==> config.mk <==
export PLATFORM = sky130hd
export DESIGN_NAME = button_event_decoder
export DESIGN_NICKNAME = d
export VERILOG_FILES = /design/src/rtl/button_event_decoder.sv
export SDC_FILE = /design/constraint.sdc
export NUM_CORES = 1
export LEC_CHECK = 0
export BUFFER_PORTS_ARGS = -buffer_cell sky130_fd_sc_hd__buf_2
export CAP_MARGIN = 10
export CORE_UTILIZATION = 36
export CTS_BUF_LIST = sky130_fd_sc_hd__clkbuf_2
export DETAILED_ROUTE_END_ITERATION = 16
export PLACE_DENSITY = 0.5
export SETUP_SLACK_MARGIN = 0.4
export SLEW_MARGIN = 20
export SYNTH_ARGS = -nofsm -noshare
export SYNTH_HDL_FRONTEND = slang
export SYNTH_SLANG_ARGS = --single-unit
==> constraint.sdc <==
create_clock -name clk -period 6.5 [get_ports clk]
set_clock_uncertainty 0.1 [all_clocks]
set_input_delay 1.3 -clock clk [delete_from_list [all_inputs] [get_ports clk]]
set_output_delay 1.3 -clock clk [all_outputs]
set_load 0.005 [all_outputs]
==> src/rtl/button_event_decoder.sv <==
// rtl/button_event_decoder.sv - short/long/double press decoder; BTN_EVENT_REPEAT_EN adds auto-repeat while held
module button_event_decoder #(
    parameter int LONG_CYCLES       = 50000000,
    parameter int DOUBLE_GAP_CYCLES = 15000000,
    parameter int REPEAT_CYCLES     = 10000000
) (
    input  logic clk,
    input  logic rst_n,
    input  logic btn_level,
    output logic short_press,
    output logic long_press,
    output logic double_press,
    output logic held,
    output logic repeat_press
);

    localparam int MAX_LG  = (LONG_CYCLES > DOUBLE_GAP_CYCLES) ? LONG_CYCLES : DOUBLE_GAP_CYCLES;
    localparam int MAX_CYC = (MAX_LG > REPEAT_CYCLES) ? MAX_LG : REPEAT_CYCLES;
    localparam int CNT_W   = (MAX_CYC > 1) ? $clog2(MAX_CYC) : 1;

    localparam logic [CNT_W-1:0] LONG_TC = CNT_W'(LONG_CYCLES - 1);
    localparam logic [CNT_W-1:0] GAP_TC  = CNT_W'(DOUBLE_GAP_CYCLES - 1);
    localparam logic [CNT_W-1:0] CNT_MAX = CNT_W'(MAX_CYC - 1);
`ifdef BTN_EVENT_REPEAT_EN
    localparam logic [CNT_W-1:0] REP_TC  = CNT_W'(REPEAT_CYCLES - 1);
`endif

    typedef enum logic [2:0] {
        S_IDLE,
        S_PRESS1,
        S_WAIT2,
        S_PRESS2,
        S_LONG_HELD
    } state_t;

    state_t           r_state;
    state_t           w_state_nxt;
    logic [CNT_W-1:0] r_cnt;
    logic [CNT_W-1:0] w_cnt_nxt;
    logic [CNT_W-1:0] w_cnt_inc;
    logic             r_btn_q;
    logic             w_short_nxt;
    logic             w_long_nxt;
    logic             w_double_nxt;
    logic             w_held_nxt;

    // saturating increment keeps the shared counter from ever wrapping
    assign w_cnt_inc = (r_cnt == CNT_MAX) ? r_cnt : r_cnt + 1'b1;

    // r_btn_q resets high so a button held through reset needs a fresh rise
    always_ff @(posedge clk) begin
        if (!rst_n) begin
            r_state      <= S_IDLE;
            r_cnt        <= '0;
            r_btn_q      <= 1'b1;
            short_press  <= 1'b0;
            long_press   <= 1'b0;
            double_press <= 1'b0;
            held         <= 1'b0;
        end else begin
            r_state      <= w_state_nxt;
            r_cnt        <= w_cnt_nxt;
            r_btn_q      <= btn_level;
            short_press  <= w_short_nxt;
            long_press   <= w_long_nxt;
            double_press <= w_double_nxt;
            held         <= w_held_nxt;
        end
    end

    always_comb begin
        w_state_nxt = r_state;
        w_cnt_nxt   = r_cnt;
        case (r_state)
            S_IDLE: begin
                w_cnt_nxt = '0;
                if (btn_level && !r_btn_q) w_state_nxt = S_PRESS1;
            end
            S_PRESS1: begin
                if (!btn_level) begin
                    w_state_nxt = S_WAIT2;
                    w_cnt_nxt   = '0;
                end else if (r_cnt == LONG_TC) begin
                    w_state_nxt = S_LONG_HELD;
                    w_cnt_nxt   = '0;
                end else begin
                    w_cnt_nxt = w_cnt_inc;
                end
            end
            S_WAIT2: begin
                if (btn_level) begin
                    w_state_nxt = S_PRESS2;
                    w_cnt_nxt   = '0;
                end else if (r_cnt == GAP_TC) begin
                    w_state_nxt = S_IDLE;
                    w_cnt_nxt   = '0;
                end else begin
                    w_cnt_nxt = w_cnt_inc;
                end
            end
            S_PRESS2: begin
                w_cnt_nxt = '0;
                if (!btn_level) w_state_nxt = S_IDLE;
            end
            S_LONG_HELD: begin
                if (!btn_level) begin
                    w_state_nxt = S_IDLE;
                    w_cnt_nxt   = '0;
                end else begin
`ifdef BTN_EVENT_REPEAT_EN
                    w_cnt_nxt = (r_cnt == REP_TC) ? '0 : w_cnt_inc;
`else
                    w_cnt_nxt = '0;
`endif
                end
            end
            default: begin
                w_state_nxt = S_IDLE;
                w_cnt_nxt   = '0;
            end
        endcase
    end

    always_comb begin
        w_short_nxt  = (r_state == S_WAIT2) && !btn_level && (r_cnt == GAP_TC);
        w_long_nxt   = (r_state == S_PRESS1) && btn_level && (r_cnt == LONG_TC);
        w_double_nxt = (r_state == S_WAIT2) && btn_level;
        w_held_nxt   = (w_state_nxt == S_LONG_HELD);
    end

`ifdef BTN_EVENT_REPEAT_EN
    logic w_repeat_nxt;

    assign w_repeat_nxt = (r_state == S_LONG_HELD) && btn_level && (r_cnt == REP_TC);

    always_ff @(posedge clk) begin
        if (!rst_n) repeat_press <= 1'b0;
        else        repeat_press <= w_repeat_nxt;
    end
`else
    assign repeat_press = 1'b0;
`endif

endmodule

; ---- After elaboration in Yosys (flattened, before gate mapping)
; Index checks and enable logic that the tools add are counted.
[op_classes]
n_addsub = 1
n_eq_ne = 7
n_mux = 13
n_reduce_logical = 10
[ops]
columns = cell, n
row1 = 26-bit two-way mux, 5
row2 = 26-bit case mux with 2 select lines, 1
row3 = "26-bit by 1-bit adder with 26-bit output, second input constant", 1
row4 = "26-bit by 24-bit == test with 1-bit output, second input constant", 1
row5 = "26-bit == test, second input constant", 1
row6 = 3-bit two-way mux, 6
row7 = 3-bit case mux with 4 select lines, 1
row8 = "3-bit by 2-bit == test with 1-bit output, second input constant", 2
row9 = "3-bit == test, second input constant", 2
row10 = 1-bit logical AND, 6
row11 = "3-bit by 1-bit == test with 1-bit output, second input constant", 1
row12 = 3-bit zero test, 1
row13 = 1-bit zero test, 2
row14 = 2-bit OR reduction, 1
[word_totals]
reg_bits = 34
out_inout_bits = 5

; ---- Depth between registers and ports, before layout
[depth]
ltp_word = 5
mapped_depth = 9
mapped_depth_nobuf = 8

; ---- Least setup slack after synthesis
; OpenSTA, ideal clock, no wires.
[synth_timing]
path_type = input -> register
startpoint = in btn_level
endpoint = reg r_cnt[4]
setup_ns = 0.070
arrival_ns = 2.177
slack_ns = 4.153
stages = 6
cell_sequence = nor4bb_1 -> inv_1 -> a21oi_1 -> o21bai_1 -> buf_2 -> a21oi_1
[synth_between]
elab_chain_cells = 2
word_cells_on_any_way = 3
cone_classes = mux: 3
[synth_rtl]
columns = element, line
row1 = from (decl), 9  ; input logic btn_level,
row2 = "26-bit two-way mux, on equally long branches", "91, 80"
row3 = 26-bit case mux with 2 select lines (*), 74  ; case (r_state)
row4 = to (signal assigned), 62  ; r_cnt <= w_cnt_nxt;
row5 = to (decl), 38  ; logic [CNT_W-1:0] r_cnt;
; Mark *: on every way between the ends. The rest lies on a longest branch, timed or not.
; A chain may end at the register's enable or synchronous reset.

; ---- Worst setup path after layout
[layout_timing]
startpoint = reg r_cnt[7]
endpoint = reg r_cnt[0]
[layout_between]
elab_chain_cells = 5
word_cells_on_any_way = 8
cone_classes = eq/ne: 2 / mux: 6
[layout_rtl]
columns = element, line
row1 = 26-bit == test, "48, 83"
row2 = 26-bit two-way mux, 48  ; assign w_cnt_inc = (r_cnt == CNT_MAX) ? r_cnt : r_cnt + 1'b1;
row3 = "26-bit two-way mux, on equally long branches", "94, 83"
row4 = "26-bit two-way mux, on equally long branches", "91, 80"
row5 = 26-bit case mux with 2 select lines (*), 74
; Marks and branches as above.

==> metrics.cfg <==
[power_and_ir_drop]
p_leak_nw=0.5668
ir_worst_vdd_uv=100.5
switching_share=0.2392
seq_power_share=0.671
p_sw_uw=75.10
p_per_area_nw_per_um2=182.1
power.share.clock=0.309
intPower_uw=238.9
p_comb_frac=0.020

[cells_and_area]
multi_input_area_um2=889.6
fillCellCount=437
fin_nets=199
drive_above_1_share=0.1333
syn_to_final_growth_pct=6.821
antenna-diode-count=0
seq_area_um2=680.7

[detailed_routing]
ant_nets=0
vias_per_cell=5.151
drt_iter0_drc=88
wl_per_cell_um=12.67
route.detailed.drc=0
dr_total_vias=1262
wl_mm=3.104
first_pass_iters=4

[synthesis]
yosysWarnings=0
ys_types=38
synth_edf_count=0
synth_area_um2=1614
synth_seq_area_share=0.4217
avgSynthCellArea_um2=8.678
synthFlopType=dfxtp_1
synthCells=186
ys_ff_latch=34
postSynth.asyncResetShare=0
synth_nets=191

[timing]
rsz0062_at_grt=no
relSlewSlack=0.3604
tightest_slew_ns=0.9520
finalCritPeriodShare=0.4005
setup_viol=0
hold_viol=0
fin_crit_ns=2.603
max_clock_freq_mhz=384.1
hold_slack_ns=0.4418
setup_tns_ns=0
slew_viol_final=0

[setup_path]
worstPathMaxFanout=10
path_class=reg -> reg
cp-start-kind=flop
cp-end-kind=flop
required_ns=6.72
crit_arrival_ns=2.83

[place]
place_congestion=0.7799
place_hpwl_mm=2.213
io_buffers=6

[die]
start_util=0.3895
pin_count=8
fp.dieArea_um2=4755
die_w_um=68.96
fp.coreArea_um2=4144
dieHeight_um=68.96
num_rows=23

[cts]
path_clk_slew_ns=0.18
clock_latency_ns=0.39
cts_buffers=5
numClockSinks=34
cts_setup_buffers=0
cts_max_level=2
clock_path_buffers=2
clockRootBuffer=clkbuf_2
cts-resized-gates=0
cts_tree=done
cts_hold_buf=0

[grt]
grt_max_degree=22
grt_pass1_vias=1214
antenna_found_initial=0
grt_pass1_wl_mm=5.319
grtUsageTotal=0.1558
gr-total-overflow=0

[flow_run]
maxCapViolations=0

[outcome]
outcome=finished clean

[hold_path]
min_path_type=reg -> reg

[cell families (layout without fill, tap and decap cells)]
logic type               Yosys count  in the layout  synth area share
multiplexers                       1              1          0.006202
buffers and inverters             10             19           0.03022
adder cells (fa/ha/maj)            2              2           0.01550
other                              1              1          0.002323
AND/OR/NAND/NOR                   94             94            0.3217
flip-flops                        34             34            0.4217
XOR/XNOR                          21             21            0.1140
AO/OA/AOI/OAI                     23             23           0.08838
[Yosys cell counts (2+ instances only)]
master / n / share of area
nand2b_1: 6 / 0.023
nor2b_1: 2 / 0.0078
a21oi_1: 8 / 0.025
and2_1: 2 / 0.0078
nand3_1: 15 / 0.047
buf_4: 2 / 0.0093
inv_1: 4 / 0.0093
nor2_1: 25 / 0.058
xnor2_1: 2 / 0.011
or2_2: 2 / 0.0078
nand2_1: 12 / 0.028
nor3_1: 4 / 0.012
o21ai_0: 6 / 0.019
nor4_1: 2 / 0.0078
buf_2: 3 / 0.0093
dfxtp_1: 34 / 0.42
ha_1: 2 / 0.016
nand4_1: 10 / 0.039
or3b_2: 3 / 0.016
and3_1: 4 / 0.016
a211oi_1: 3 / 0.014
xor2_1: 19 / 0.10
[metal layers]
| metal | track usage | up-vias | share of wire | wire, um |
|---|---|---|---|---|
| met5 | 0 | - | 0 | 0 |
| met4 | 0.08418 | 0 | 0.020 | 61 |
| met3 | 0.04441 | 8 | 0.030 | 92 |
| met2 | 0.2318 | 13 | 0.43 | 1320 |
| met1 | 0.2012 | 582 | 0.53 | 1630 |
| li1 | - | 659 | - | - |
[critical path, stage by stage, from the launching register on]
cell and delay (ns):
dfxtp_1 0.39, or4b_2 0.67, nor4_1 0.32, and2_1 0.42
inv_1 0.12, ha_1 0.29, o31ai_1 0.22
[final cells by class]
type	count	area share
repair buffers	7	0.02177
clock inverters	2	0.005080
multi-input cells	142	0.5160
clock buffers	6	0.01742
well taps	50	0.03628
inverters	4	0.008708
flip-flops and latches	34	0.3948
[state kept, by name, indices dropped and copies added, names as in the netlist]
name and flops:
r_state 3, short_press 1, double_press 1, long_press 1, r_cnt 26, r_btn_q 1
held 1
[placed cells by master, fill, tap and decap left out, drive strengths merged, types with 7 or more instances in the layout]
master	count
nor2	25
buf	7
xor2	19
nand4	10
nand3	15
dfxtp	34
a21oi	8
nand2	12
[final timing paths]
| check | from | endpoint | slack (ns) | cells after the start |
|---|---|---|---|---|
| setup reg to reg | r_cnt[7] | r_cnt[0] | 3.90 | 6 |
| hold reg to reg | r_cnt[2] | r_cnt[2] | 0.44 | 2 |
| setup / recovery | r_cnt[7] | r_cnt[0] | 3.90 | 6 |
| hold / removal | r_cnt[2] | r_cnt[2] | 0.44 | 2 |
[power groups by stage]
stage	sequential [mW]	combinational [mW]	clock, mW
2_1_floorplan	0.214	0.00576	0
3_3_place_gp	0.215	0.00620	0
3_5_place_dp	0.215	0.00627	0
4_1_cts	0.211	0.00631	0.102
5_1_grt	0.211	0.00715	0.109
6_report	0.211	0.00625	0.0970
[per-stage QoR]
stage / util / instances / setup slack (ns) / total power, mW / cell area (um^2)
4_1_cts: 0.4149 / 245 / 3.870 / 0.3193 / 1719
2_1_floorplan: - / 186 / 4.153 / 0.2199 / 1614
6_report: 0.4161 / 245 / 3.897 / 0.3140 / 1724
5_1_grt: 0.4161 / 245 / 3.627 / 0.3275 / 1724
3_3_place_gp: 0.4055 / 237 / 3.881 / 0.2213 / 1680
3_5_place_dp: 0.4055 / 237 / 3.815 / 0.2213 / 1680
Note: power is estimated with default switching activity, not from simulation.
